$ cat src/rtl/dpram_arb_pkg.sv
// Shared types and defaults for the dual-port RAM requester arbiter.
// Requester addresses are always 9 bits wide. The RAM uses only the low AW bits.
package dpram_arb_pkg;

  localparam int AW_DEF  = 8;
  localparam int DW_DEF  = 16;
  localparam int REQ_AW  = 9;

  typedef struct packed {
    logic              req;
    logic              we;
    logic [REQ_AW-1:0] addr;
    logic [DW_DEF-1:0] wdata;
  } mem_req_t;

  // Names the port that wins the next same-address conflict.
  typedef enum logic {
    PRIO_P0 = 1'b0,
    PRIO_P1 = 1'b1
  } prio_t;

endpackage

$ cat src/rtl/dpram_port_arbiter.sv
// Round-robin req/gnt arbiter that sits in front of a true dual-port synchronous RAM.
// Same-address accesses that include a write are serialized, and the losing port is stalled.
module dpram_port_arbiter
  import dpram_arb_pkg::*;
#(
  parameter int AW = AW_DEF,
  parameter int DW = DW_DEF,
  parameter int CW = 16
) (
  input  logic          clk,
  input  logic          rst,

  input  logic          p0_req,
  input  logic          p0_we,
  input  logic [8:0]    p0_addr,
  input  logic [DW-1:0] p0_wdata,
  output logic          p0_gnt,
  output logic          p0_rvalid,
  output logic [DW-1:0] p0_rdata,

  input  logic          p1_req,
  input  logic          p1_we,
  input  logic [8:0]    p1_addr,
  input  logic [DW-1:0] p1_wdata,
  output logic          p1_gnt,
  output logic          p1_rvalid,
  output logic [DW-1:0] p1_rdata,

  output logic [AW-1:0] ram_addr_a,
  output logic [DW-1:0] ram_data_a,
  output logic          ram_we_a,
  input  logic [DW-1:0] ram_q_a,

  output logic [AW-1:0] ram_addr_b,
  output logic [DW-1:0] ram_data_b,
  output logic          ram_we_b,
  input  logic [DW-1:0] ram_q_b,

  output logic [CW-1:0] conflict_cnt
);

  prio_t prio;
  logic  rd_pend_0, rd_pend_1;
  logic  conflict;

  // The upper address bits are outside the RAM's range and are intentionally ignored.
  logic  unused_addr_hi;
  assign unused_addr_hi = ^{p0_addr[8:AW], p1_addr[8:AW]};

  assign conflict = p0_req && p1_req
                 && (p0_addr[AW-1:0] == p1_addr[AW-1:0])
                 && (p0_we || p1_we);

  // NOTE: every output of an always_comb gets a default first, so no path can infer a latch.
  always_comb begin
    p0_gnt = 1'b0;
    p1_gnt = 1'b0;
    if (!rst) begin
      if (conflict) begin
        p0_gnt = (prio == PRIO_P0);
        p1_gnt = (prio == PRIO_P1);
      end else begin
        p0_gnt = p0_req;
        p1_gnt = p1_req;
      end
    end
  end

  assign ram_addr_a = p0_addr[AW-1:0];
  assign ram_addr_b = p1_addr[AW-1:0];
  assign ram_data_a = p0_wdata;
  assign ram_data_b = p1_wdata;
  assign ram_we_a   = p0_gnt & p0_we;
  assign ram_we_b   = p1_gnt & p1_we;

  assign p0_rvalid  = rd_pend_0;
  assign p1_rvalid  = rd_pend_1;
  assign p0_rdata   = ram_q_a;
  assign p1_rdata   = ram_q_b;

  // NOTE: sequential state uses non-blocking assignments, so all flops sample the pre-edge values together.
  always_ff @(posedge clk or posedge rst) begin
    if (rst) begin
      prio         <= PRIO_P0;
      rd_pend_0    <= 1'b0;
      rd_pend_1    <= 1'b0;
      conflict_cnt <= '0;
    end else begin
      rd_pend_0 <= p0_gnt & ~p0_we;
      rd_pend_1 <= p1_gnt & ~p1_we;
      if (conflict) begin
        // The loser of this conflict takes priority for the next one.
        prio <= (prio == PRIO_P0) ? PRIO_P1 : PRIO_P0;
        if (conflict_cnt != '1) begin
          conflict_cnt <= conflict_cnt + 1'b1;
        end
      end
    end
  end

endmodule

$ cat config.mk
export PLATFORM = sky130hd
export DESIGN_NAME = dpram_port_arbiter
export DESIGN_NICKNAME = d
export VERILOG_FILES = /design/src/rtl/dpram_arb_pkg.sv /design/src/rtl/dpram_port_arbiter.sv
export SDC_FILE = /design/constraint.sdc
export NUM_CORES = 1
export LEC_CHECK = 0
export ABC_AREA = 1
export CAP_MARGIN = 20
export CORE_MARGIN = 1.5
export CORE_UTILIZATION = 34
export DETAILED_ROUTE_END_ITERATION = 8
export MAX_ROUTING_LAYER = met4
export PLACE_DENSITY = 0.87
export SYNTH_ARGS = -nofsm -noshare
export SYNTH_HDL_FRONTEND = slang
export SYNTH_SLANG_ARGS = --single-unit
$ cat constraint.sdc
create_clock -name clk -period 4.25 [get_ports clk]
set_input_delay 0.6375 -clock clk [delete_from_list [all_inputs] [get_ports clk]]
set_output_delay 0.6375 -clock clk [all_outputs]
set_load 0.03 [all_outputs]
==> flow_metrics.py <==
metrics = {
    "status": {
        "outcome": "completed",
    },
    "sta": {
        "maxSlewHeadroom": 0.5170,
        "fin_crit_sh": 0.7715,
        "tns_ns": 0,
        "period_needed_ns": 3.279,
        "final_max_slew_viol_count": 0,
        "fmax_mhz": 305.0,
        "hold_viol_final": 0,
        "tightestPinTransition_ns": 0.7237,
        "setup_viol": 0,
        "rsz0062_at_grt": "false",
        "finClkSkew_ns": 0.003661,
    },
    "worst_setup_path": {
        "crit_path_end_kind": "primary output",
        "critPathRequiredTime_ns": 3.61,
        "start_kind": "input port",
        "cp.arrival_ns": 2.64,
        "path_max_fanout": 6,
        "r2r_slack_ns": 2.39,
        "timing.rr.start": "conflict_cnt[0]",
        "r2r-end": "conflict_cnt[13]",
        "reg2reg_depth": 7,
        "critPathKind": "in -> out",
    },
    "floorplanning": {
        "rows": 28,
        "die-area_mm2": 0.006667,
        "initial_core_util": 0.3532,
        "design.portCount": 190,
        "die_h_um": 81.65,
        "die_w_um": 81.65,
        "coreArea_mm2": 0.005956,
    },
    "finish": {
        "antenna_cells": 0,
        "multi_input_area_um2": 870.8,
        "fin_area_mm2": 0.002211,
        "drive_gt1_frac": 0.05034,
        "nNetsFinal": 388,
        "syn2layout_area_growth_pct": 5.116,
        "layout_common_cells": "nand2_1 (96), clkdlybuf4s50_1 (59), inv_1 (34), nor2_1 (28)",
        "final_common_cell": "nand2_1",
        "n_fill_cell": 633,
        "finalNonFillerCells": 373,
        "seqCellArea_um2": 475.5,
        "fin_util": 0.3712,
    },
    "clock_network": {
        "cts_sinks": 19,
        "cts_resized": 0,
        "cts_buffer_depth": 2,
        "tritoncts": "yes",
        "cts-root-buf": "clkbuf_8",
        "postCtsSetupBuffers": 0,
        "clkLatencyLatePin_ns": 0.25,
        "hold_buffers": 0,
        "htree_levels": 1,
        "cts_made_buffers": 3,
        "clk_pin_slew_worst_paths_ns": 0.06,
    },
    "min_path": {
        "worstHoldPathCells": 2,
        "hold_path_class": "reg -> reg",
        "min_from": "conflict_cnt[12]",
        "min_to": "conflict_cnt[12]",
    },
    "logic_synthesis": {
        "syn_area_per_cell_um2": 6.614,
        "netlist_area_mm2": 0.002103,
        "synth_cell_types": 23,
        "ys_ff_latch": 19,
        "ys_seq_area_frac": 0.2261,
        "synthesis.nets": 407,
        "yosysWarnings": 0,
        "synthCells": 318,
    },
    "place": {
        "postPlaceCellArea_mm2": 0.002166,
        "gp_routability_congestion": 0.8767,
        "placed_cells": 369,
        "io_buffer_count": 59,
        "hpwlAfterDp_um": 3379,
    },
    "route": {
        "drtPass1Iterations": 4,
        "drtIter0Drc": 82,
        "routedWlPerCell_um": 11.27,
        "viasPerCell": 4.568,
        "ant_nets": 0,
        "vias": 1704,
        "drcViolationCount": 0,
        "routed_wl_um": 4203,
    },
    "global_route": {
        "grt.total_usage": 0.1407,
        "antenna_found_initial": 0,
        "grt_max_degree": 20,
        "grt-ovfl-total": 0,
        "grt_pass1_vias": 1624,
        "grt_pass1_wl_um": 7169,
    },
    "pwr": {
        "seqPwrFrac": 0.448,
        "p_leak_nw": 1.111,
        "clock_power_share": 0.299,
        "peakVddDrop_mv": 0.1030,
        "p_sw_frac": 0.2841,
        "powerDensity_mw_per_mm2": 185.9,
        "intPower_mw": 0.2943,
        "combPwrFrac": 0.253,
        "p_sw_mw": 0.1168,
    },
    "flow_run": {
        "maxCapViolations": 0,
    },
}
==> cells in the mapped netlist (all sizes together) <==
master / n / area share
ha: 1 / 0.0059
nor2: 34 / 0.077
nand4: 12 / 0.043
buf: 83 / 0.30
xor2: 4 / 0.017
dfrtp: 19 / 0.23
o21ai: 3 / 0.0071
nand3b: 2 / 0.0071
xnor2: 6 / 0.025
inv: 36 / 0.064
nand2: 97 / 0.17
nand3: 21 / 0.058
==> per-stage QoR <==
step	hold WS, ns	power (mW)	setup slack [ns]
floorplan	0.5237	0.3634	2.080
global placement	0.5404	0.2909	0.9591
global route	0.6061	0.4342	0.7767
CTS	0.5702	0.4176	0.9271
finish	0.5679	0.4111	0.9709
detailed placement	0.5533	0.2929	0.9302
==> flip-flops by register name (all words and copies together), names as in the netlist <==
signal / cells
p0_rvalid: 1
prio: 1
conflict_cnt: 16
p1_rvalid: 1
==> power groups by stage <==
| stage | registers, mW | clock network [mW] | logic (mW) |
|---|---|---|---|
| after global routing | 0.184 | 0.136 | 0.114 |
| final | 0.184 | 0.123 | 0.104 |
| after global placement | 0.188 | 0 | 0.103 |
| after detailed placement | 0.188 | 0 | 0.105 |
| after floorplan | 0.190 | 0 | 0.174 |
| after CTS | 0.184 | 0.128 | 0.106 |
==> metal layers <==
layer	vias up	GRT usage	routed length, um
met5	-	-	0
met4	0	0.05085	83
met3	14	0.04778	373
met2	82	0.2388	2101
met1	756	0.1527	1645
li1	852	-	-
==> cell families after synthesis <==
group | after synthesis | share of synthesized area
buffers and inverters | 119 | 0.3599
adder cells (fa/ha/maj) | 1 | 0.005948
AND/OR/NAND/NOR | 166 | 0.3593
flip-flops | 19 | 0.2261
AO/OA/AOI/OAI | 3 | 0.007137
XOR/XNOR | 10 | 0.04164
==> how the worst max path moves through the flow <==
stage,start,end,slack [ns],cells past startpoint
2_1_floorplan,p1_addr[1],ram_we_a,2.08,9
3_3_place_gp,p0_addr[3],p0_gnt,0.96,11
3_5_place_dp,p1_addr[3],ram_we_a,0.93,11
4_1_cts,p1_addr[3],ram_we_a,0.93,11
5_1_grt,p1_addr[3],p1_gnt,0.78,11
6_report,p1_addr[3],ram_we_a,0.97,11
==> worst max-delay path, cell delays in order <==
cell and delay [ns]:
clkdlybuf4s50_1 0.54, inv_1 0.06, nand2_1 0.06, nand2_1 0.06
nor2_2 0.11, nand2_1 0.07, nor2_2 0.21, nand3_1 0.13
nand2_1 0.13, nor2_1 0.05, clkdlybuf4s50_1 0.59
==> layout make-up <==
| cell class | instances | area share |
|---|---|---|
| multi-input combinational | 180 | 0.3939 |
| tap | 75 | 0.04244 |
| clock buffer | 4 | 0.02037 |
| timing repair buffer | 59 | 0.2671 |
| sequential | 19 | 0.2151 |
| inverter | 36 | 0.06112 |
(Power assumes the default switching activity.)
